<file path="src/rtl/demux_pkg.sv">
// Shared definitions for the burst-scheduled 1:4 demultiplexer.
//   state_t        : scheduler FSM encoding
//   NUM_CH, SEL_W  : channel count and channel-select width
//   onehot()       : channel select to one-hot valid vector
package demux_pkg;

    localparam int unsigned NUM_CH = 4;
    localparam int unsigned SEL_W  = 2;

    typedef enum logic [1:0] {
        IDLE  = 2'd0,
        ROUTE = 2'd1,
        DRAIN = 2'd2
    } state_t;

    // One-hot decode of a channel select.
    function automatic logic [NUM_CH-1:0] onehot(input logic [SEL_W-1:0] sel);
        return NUM_CH'(1) << sel;
    endfunction

endpackage

</file>
<file path="src/rtl/demux_burst_sched_demux.sv">
// 1:4 demultiplexer: steers a single valid bit onto the selected channel.
//   in   : valid to route
//   sel  : destination channel
//   out  : one-hot valid per channel (all zero when in=0)
module demux_burst_sched_demux
    import demux_pkg::*;
(
    input  logic              in,
    input  logic [SEL_W-1:0]  sel,
    output logic [NUM_CH-1:0] out
);

    assign out = in ? onehot(sel) : '0;

endmodule

</file>
<file path="src/rtl/demux_burst_sched.sv">
// Burst scheduler and flow controller in front of the 1:4 demux.
// Routes a valid/ready beat stream to one of four channels in bursts of
// BURST_LEN beats, either rotating round-robin or to a software-chosen
// channel, through one registered output stage with per-channel backpressure.
//   clk, rst    : clock, synchronous active-high reset
//   enable      : allows bursts to start and beats to be accepted
//   mode        : 0 = round-robin, 1 = fixed channel (fixed_sel)
//   fixed_sel   : target channel in fixed mode, sampled at burst start
//   in_valid/in_data/in_ready : input stream
//   out_valid   : one-hot channel holding a beat
//   out_data    : held beat, shared by all channels
//   out_ready   : per-channel consumer ready
//   cur_sel     : channel for the current or next burst
//   busy        : FSM not idle or a beat is held
//   beat_cnt    : per-channel drained-beat counters, saturating
//                 (only when DEMUX_BURST_SCHED_STATS_EN is defined)
module demux_burst_sched
    import demux_pkg::*;
#(
    parameter int unsigned DATA_W    = 8,
    parameter int unsigned BURST_LEN = 4,
    parameter int unsigned CNT_W     = 8
) (
    input  logic                    clk,
    input  logic                    rst,
    input  logic                    enable,
    input  logic                    mode,
    input  logic [SEL_W-1:0]        fixed_sel,
    input  logic                    in_valid,
    input  logic [DATA_W-1:0]       in_data,
    output logic                    in_ready,
    output logic [NUM_CH-1:0]       out_valid,
    output logic [DATA_W-1:0]       out_data,
    input  logic [NUM_CH-1:0]       out_ready,
    output logic [SEL_W-1:0]        cur_sel,
    output logic                    busy
`ifdef DEMUX_BURST_SCHED_STATS_EN
    ,
    output logic [NUM_CH*CNT_W-1:0] beat_cnt
`endif
);

    localparam int unsigned BCNT_W = $clog2(BURST_LEN + 1);

    // Elaboration-time parameter sanity check.
    if (BURST_LEN < 1 || CNT_W < 1) begin : g_bad_param
        $error("demux_burst_sched: BURST_LEN and CNT_W must be >= 1");
    end

    state_t            state;
    logic [BCNT_W-1:0] beats_q;
    logic              burst_mode_q;
    logic              hold_full;
    logic [SEL_W-1:0]  hold_sel;
    logic              accept;
    logic              drain;
    logic              last_beat;

    // The held beat only waits on its own channel, never on cur_sel.
    assign drain     = hold_full && out_ready[hold_sel];
    // Beats are only taken inside a burst, so a burst boundary costs one IDLE cycle.
    assign in_ready  = !rst && enable && (state == ROUTE) && (!hold_full || out_ready[hold_sel]);
    assign accept    = in_valid && in_ready;
    assign last_beat = (beats_q == BCNT_W'(BURST_LEN - 1));
    assign busy      = (state != IDLE) || hold_full;

    // Burst sequencing: channel choice, beat counting, enable-drop drain.
    always_ff @(posedge clk) begin
        if (rst) begin
            state        <= IDLE;
            cur_sel      <= '0;
            beats_q      <= '0;
            burst_mode_q <= 1'b0;
        end else begin
            case (state)
                IDLE: begin
                    if (enable) begin
                        state        <= ROUTE;
                        // Mode is latched so a mid-burst change waits for the next burst.
                        burst_mode_q <= mode;
                        if (mode) begin
                            cur_sel <= fixed_sel;
                        end
                    end
                end
                ROUTE: begin
                    if (accept) begin
                        if (last_beat) begin
                            beats_q <= '0;
                            state   <= IDLE;
                            if (!burst_mode_q) begin
                                cur_sel <= cur_sel + SEL_W'(1);
                            end
                        end else begin
                            beats_q <= beats_q + BCNT_W'(1);
                        end
                    end else if (!enable) begin
                        // Nothing to abandon on an empty burst; go straight back to IDLE.
                        state <= (beats_q != '0) ? DRAIN : IDLE;
                    end
                end
                DRAIN: begin
                    // Partial burst is abandoned; cur_sel deliberately not advanced.
                    if (!hold_full) begin
                        beats_q <= '0;
                        state   <= IDLE;
                    end
                end
                default: begin
                    state <= IDLE;
                end
            endcase
        end
    end

    // Output holding register; a same-cycle drain and accept reloads with no bubble.
    always_ff @(posedge clk) begin
        if (rst) begin
            hold_full <= 1'b0;
            hold_sel  <= '0;
            out_data  <= '0;
        end else if (accept) begin
            hold_full <= 1'b1;
            hold_sel  <= cur_sel;
            out_data  <= in_data;
        end else if (drain) begin
            hold_full <= 1'b0;
        end
    end

    demux_burst_sched_demux u_demux (
        .in  (hold_full),
        .sel (hold_sel),
        .out (out_valid)
    );

`ifdef DEMUX_BURST_SCHED_STATS_EN
    logic [NUM_CH*CNT_W-1:0] stats_q;

    // Per-channel drained-beat counters, saturating at all-ones.
    always_ff @(posedge clk) begin
        if (rst) begin
            stats_q <= '0;
        end else begin
            for (int k = 0; k < int'(NUM_CH); k++) begin
                if (out_valid[k] && out_ready[k] && (stats_q[k*CNT_W +: CNT_W] != '1)) begin
                    stats_q[k*CNT_W +: CNT_W] <= stats_q[k*CNT_W +: CNT_W] + CNT_W'(1);
                end
            end
        end
    end

    assign beat_cnt = stats_q;
`endif

endmodule

</file>
<file path="config.mk">
export PLATFORM = sky130hd
export DESIGN_NAME = demux_burst_sched
export DESIGN_NICKNAME = d
export VERILOG_FILES = /design/src/rtl/demux_pkg.sv /design/src/rtl/demux_burst_sched_demux.sv /design/src/rtl/demux_burst_sched.sv
export SDC_FILE = /design/constraint.sdc
export NUM_CORES = 1
export LEC_CHECK = 0
export CORE_ASPECT_RATIO = 0.8
export CORE_UTILIZATION = 39
export DETAILED_ROUTE_END_ITERATION = 10
export PLACE_DENSITY = 0.74
export SYNTH_ARGS = -nofsm -noshare
export SYNTH_HDL_FRONTEND = slang
export SYNTH_SLANG_ARGS = --single-unit
</file>
<file path="constraint.sdc">
create_clock -name clk -period 1.6 [get_ports clk]
set_input_delay 0.32 -clock clk [delete_from_list [all_inputs] [get_ports clk]]
set_output_delay 0.32 -clock clk [all_outputs]
set_load 0.02 [all_outputs]
</file>
# --- After elaboration in Yosys (flattened, before gate mapping) ---
# Cells that the tools add are included.
# W data, S select, Z words.
op_classes:
  reduce_logical: 19
  shifts: 1
  n_eq_ne: 11
  add_sub_neg: 2
  n_lt_le_gt_ge: 1
  muxes: 22
op_table:
  columns: ["cell", "count"]
  rows:
  - ["$mux W2", 11]
  - ["$ne A2 B2 Y1 const B", 6]
  - ["$mux W3", 3]
  - ["$reduce_bool A2 Y1", 4]
  - ["$ne A3 B3 Y1 const B", 2]
  - ["$pmux W2 S3", 1]
  - ["$pmux W3 S2", 1]
  - ["$reduce_and A6 Y1", 1]
  - ["$logic_and A1 B1 Y1", 5]
  - ["$mux W4", 1]
  - ["$pmux W2 S2", 1]
  - ["$reduce_and A4 Y1", 1]
  - ["$shl A1 B2 Y4 const A", 1]
  - ["$add A3 B1 Y3 const B", 1]
  - ["$eq A3 B2 Y1 const B", 1]
  - ["$lt A2 B3 Y1 const B", 1]
  - ["$mux W1", 3]
  - ["$reduce_and A3 Y1", 1]
  - ["$reduce_bool A3 Y1", 1]
  - ["$add A2 B1 Y2 const B", 1]
  - ["$bmux W1 S2", 1]
  - ["$eq A2 B1 Y1 const B", 1]
  - ["$eq A2 B2 Y1 const B", 1]
  - ["$logic_not A1 Y1", 2]
  - ["3 further kinds", 4]
word_totals:
  inputBits: 19
  regBits: 19
  output_inout_bits: 16
  word_cells: 63

# --- Depth between registers and ports, before layout ---
depth:
  ltp_word: 7
  depth_mapped: 7
  mapped_depth_nobuf: 6

# --- Modules after synthesis ---
# From an unflattened synthesis, not the netlist that was laid out.
unflattened:
  cells_unflattened: 119
  hier_area_um2: 1016.0
modules_own_cells:
  columns: ["module", "area_each_um2", "cells_per_inst", "n_inst"]
  rows:
  - ["demux_burst_sched", 978.4, 115, 1]
  - ["demux_burst_sched_demux", 37.5, 4, 1]

# --- Least setup slack after synthesis ---
# No wires, ideal clock.
synth_timing:
  path_kind: "reg-to-output"
  startpoint: "register hold_sel[0]"
  endpoint: "output port in_ready"
  arrival_time_ns: 1.306
  path_stages_with_launch: 5
  n_path_buf: 1
  path_slack_ns: -0.026
  required_ns: 1.280
  path_cell_list: "dfxtp_1 -> buf_6 -> mux2i_1 -> a22o_4 -> nor3_1"
synth_via:
  elab_chain_len: 4
synth_rtl:
  columns: ["item", "line_no", "text"]
  rows:
  - ["start: declaration", "demux_burst_sched.sv:54", "logic [SEL_W-1:0] hold_sel;"]
  - ["start signal: assignment", "demux_burst_sched.sv:124", "hold_sel <= cur_sel;"]
  - ["$bmux W1 S2", "demux_burst_sched.sv:62", "assign in_ready = !rst && enable && (state == ROUTE) && (!hold_full || out_ready[hold_sel]);"]
  - ["$mux W1 (not written as such)", "demux_burst_sched.sv:62", null]
  - ["$logic_or A1 B1 Y1", "demux_burst_sched.sv:62", null]
  - ["$logic_and A1 B1 Y1", "demux_burst_sched.sv:62", null]
  - ["end: declaration", "demux_burst_sched.sv:31", "output logic in_ready,"]
# No other way between the ends. The select of a mux whose other input is x is not followed.

# --- Worst setup path in the final report ---
# Ends and elaborated chain as after synthesis.

==> impl_results.md <==
* Buffers on Ports at 34
* Share of layout cells above drive strength 1 at 0.370
* Die footprint at between 2000 and 3000 µm²
* Switch Pwr at 0.238 mW
* Total power draw at roughly 0.9 mW
* Core area at ~2200 µm²
* Max Clock Freq at between 500 and 600 MHz
* Vias at 1001
* Fin crit share at 1.07
* Site Rows at 15
* Unrepaired setup endpoints after global routing: true
* WS Path Type: flip-flop to output port
* First-pass GRT wire length at approximately 4000 µm
* Critical Path AT at ~1.4 ns
* Highest metal used: met4
* Post-route antenna net violation count at 0
* Critical path required time at between 1 and 1.5 ns
* CP Capture Type: output port
* Max_slew headroom at 0.764
* Final std cells w/o fill at between 150 and 200
* Synthesized area per cell at about 9 µm²
* Vias in the first global route at about 920
* Clock Sink Count at 19
* Final min period at around 1.7 ns
* Design area at between 1500 and 2000 µm²
* GRT Residual Overflow at 0
* DRT Pass-1 Iters at 7
* Pin count of the biggest net entering global routing at 19
* Synthesized area at 961 µm²
* Yosys top cell by area: dfxtp_1
* Inst Count DP at about 180
* Latest clock arrival within the worst-skew pair at ~0.30 ns
* TritonCTS clock tree: done
* Placer Congestion at 0.856
* Worst Tran Pin Value at 0.352 ns
* Max Slew Vio Count at 0
* Initial Utilization at 0.430
* Total CTS buffers at 3
* Largest cells by area after synthesis: dfxtp_1, mux2i_1, nor2_1
* WL met1 at 1240 µm
* Commonest non-fill, non-tap cells in the layout: buf_4, nor2_1, dfxtp_1, clkdlybuf4s50_1
* Io pins at 35
* Layout Utilization at 0.729
* Critical Path Start Type: flip-flop
* Number of synthesized flops with an enable pin at 0
* Pwr dens at ~560 nW/µm²
* Clk root buf: clkbuf_4
* Synth Flop Type: dfxtp_1
* Int Power at 0.673 mW
* Post-Place Cell Area at about 1500 µm²
* Clock Skew at 0.00245 ns
* DP HPWL at ~1900 µm
* Number of fill cells in the layout at 166
* Count of final setup violators at 15
* Initial DRC count at 15
* Ys Warns at 0
* # Max-Cap Violations at 0
* Final Hold Violating Endpoints at 0
* Residual DRC at 3
* Wirelength per Cell at 14.6 µm
* Post-synth cell types at 34
* Worst-path clk slew at about 0.11 ns
* Switching power share of the total at 0.261
* Syn nets at roughly 130
* Crit-path max FO at 3
* #FFs+latches synth at 19
* Met2 WL at between 1000 and 1500 µm
* Failing checks: DRC, setup timing
* Wire length on met3 at approximately 120 µm
* Max Root-Sink Buffers at 2
* Worst setup margin at -0.109 ns
* Syn Inst Count at ~110
* Worst IR Drop VDD at between 0.0004 and 0.0005 V
* Initial antenna violation count at 0
* Clock power share at 0.270
* Ys async rst share at 0
* Antenna cells at 0
* Outcome: finished with violations
* Final #Nets at around 190
* Die W at between 50 and 60 µm
* Layout Area Growth over Synthesis at 69.4%
* Die height at 46.4 µm
* Register area share after synthesis at 0.396
* Hold crit path type: flip-flop to flip-flop
* Lkg Pwr at around 0.79 nW
* Tot GR Track Use at 0.201
* Logic gate share of total power at 0.193
* Via/cell ratio at around 5.3
* Hold-fix buffers at CTS at 0
* Total Wirelength at around 2800 µm
* Commonest non-fill, non-tap cell in the layout: buf_4
* Flop pwr share at 0.537
* Synth top area share at 0.396
* CTS HTree Levels at 1
==> metal layers <==
layer | GRT usage | vias to the layer above
met5 | 0 | -
met4 | 0.0683 | 0
met3 | 0.0225 | 2
met2 | 0.360 | 37
met1 | 0.255 | 472
li1 | - | 490
==> flip-flops by register name (all words and copies together) (netlist names) <==
name and count:
beats_q 3, hold_full 1, state 2, cur_sel 2, hold_sel 2, burst_mode_q 1, out_data 8
==> cells in the mapped netlist (all sizes together), types with 2 or more instances <==
cell type / number
a21oi: 8
a31oi: 2
and2: 2
and2b: 2
buf: 2
clkbuf: 2
dfxtp: 19
ha: 2
inv: 2
mux2i: 10
nand2: 8
nand2b: 5
nand3: 2
nor2: 16
nor2b: 5
nor3: 4
o21ai: 3
==> what timing repair did <==
item	CTS	global route
pin swaps	3	4
gates resized for setup	45	28
setup endpoints to repair	24	29
setup buffers	2	1
==> power by group through the flow <==
stage / logic, mW / clock network [mW] / registers (mW)
after floorplan: 0.0553 / 0 / 0.505
final: 0.176 / 0.246 / 0.489
after global routing: 0.188 / 0.276 / 0.491
after detailed placement: 0.161 / 0 / 0.500
after global placement: 0.157 / 0 / 0.499
after CTS: 0.163 / 0.255 / 0.489
==> final timing paths <==
kind / start / endpoint / slack, ns / cells after the start
max reg2reg: hold_sel[0] / cur_sel[1] / -0.09 / 6
max: hold_sel[0] / in_ready / -0.11 / 4
min: cur_sel[1] / hold_sel[1] / 0.50 / 2
min reg2reg: cur_sel[1] / hold_sel[1] / 0.50 / 2
==> critical path: stages (launching register included) <==
cell and delay, ns:
dfxtp_4 0.38, mux2i_4 0.19, a22o_4 0.26, nor3_2 0.10
buf_4 0.16
==> logic make-up (layout without fill, tap and decap cells) <==
logic type | count (synthesis) | in the layout | share of synthesized area
DFF | 19 | 19 | 0.396
muxes | 11 | 11 | 0.116
AOI/OAI and AO/OA | 19 | 19 | 0.137
buffers and inverters | 6 | 64 | 0.0404
adders and majority gates | 2 | 2 | 0.0260
and+or+nand+nor | 50 | 50 | 0.285
==> layout make-up <==
cell class | count | area (µm²) | area share
multi-input combinational | 82 | 629 | 0.387
timing repair buffer | 58 | 544 | 0.334
sequential | 19 | 388 | 0.238
tap | 25 | 31.3 | 0.0192
clock buffer | 3 | 22.5 | 0.0138
inverter | 2 | 7.51 | 0.00461
clock inverter | 1 | 5.00 | 0.00307
==> metrics by stage <==
step,setup TNS [ns],worst slack [ns],hold slack [ns]
CTS,-0.631,-0.140,0.485
floorplan,0,0.0115,0.448
detailed placement,-7.75,-0.629,0.478
global placement,-6.75,-0.592,0.460
global route,-1.94,-0.180,0.529
finish,-0.761,-0.109,0.499
(Power assumes the default switching activity.)
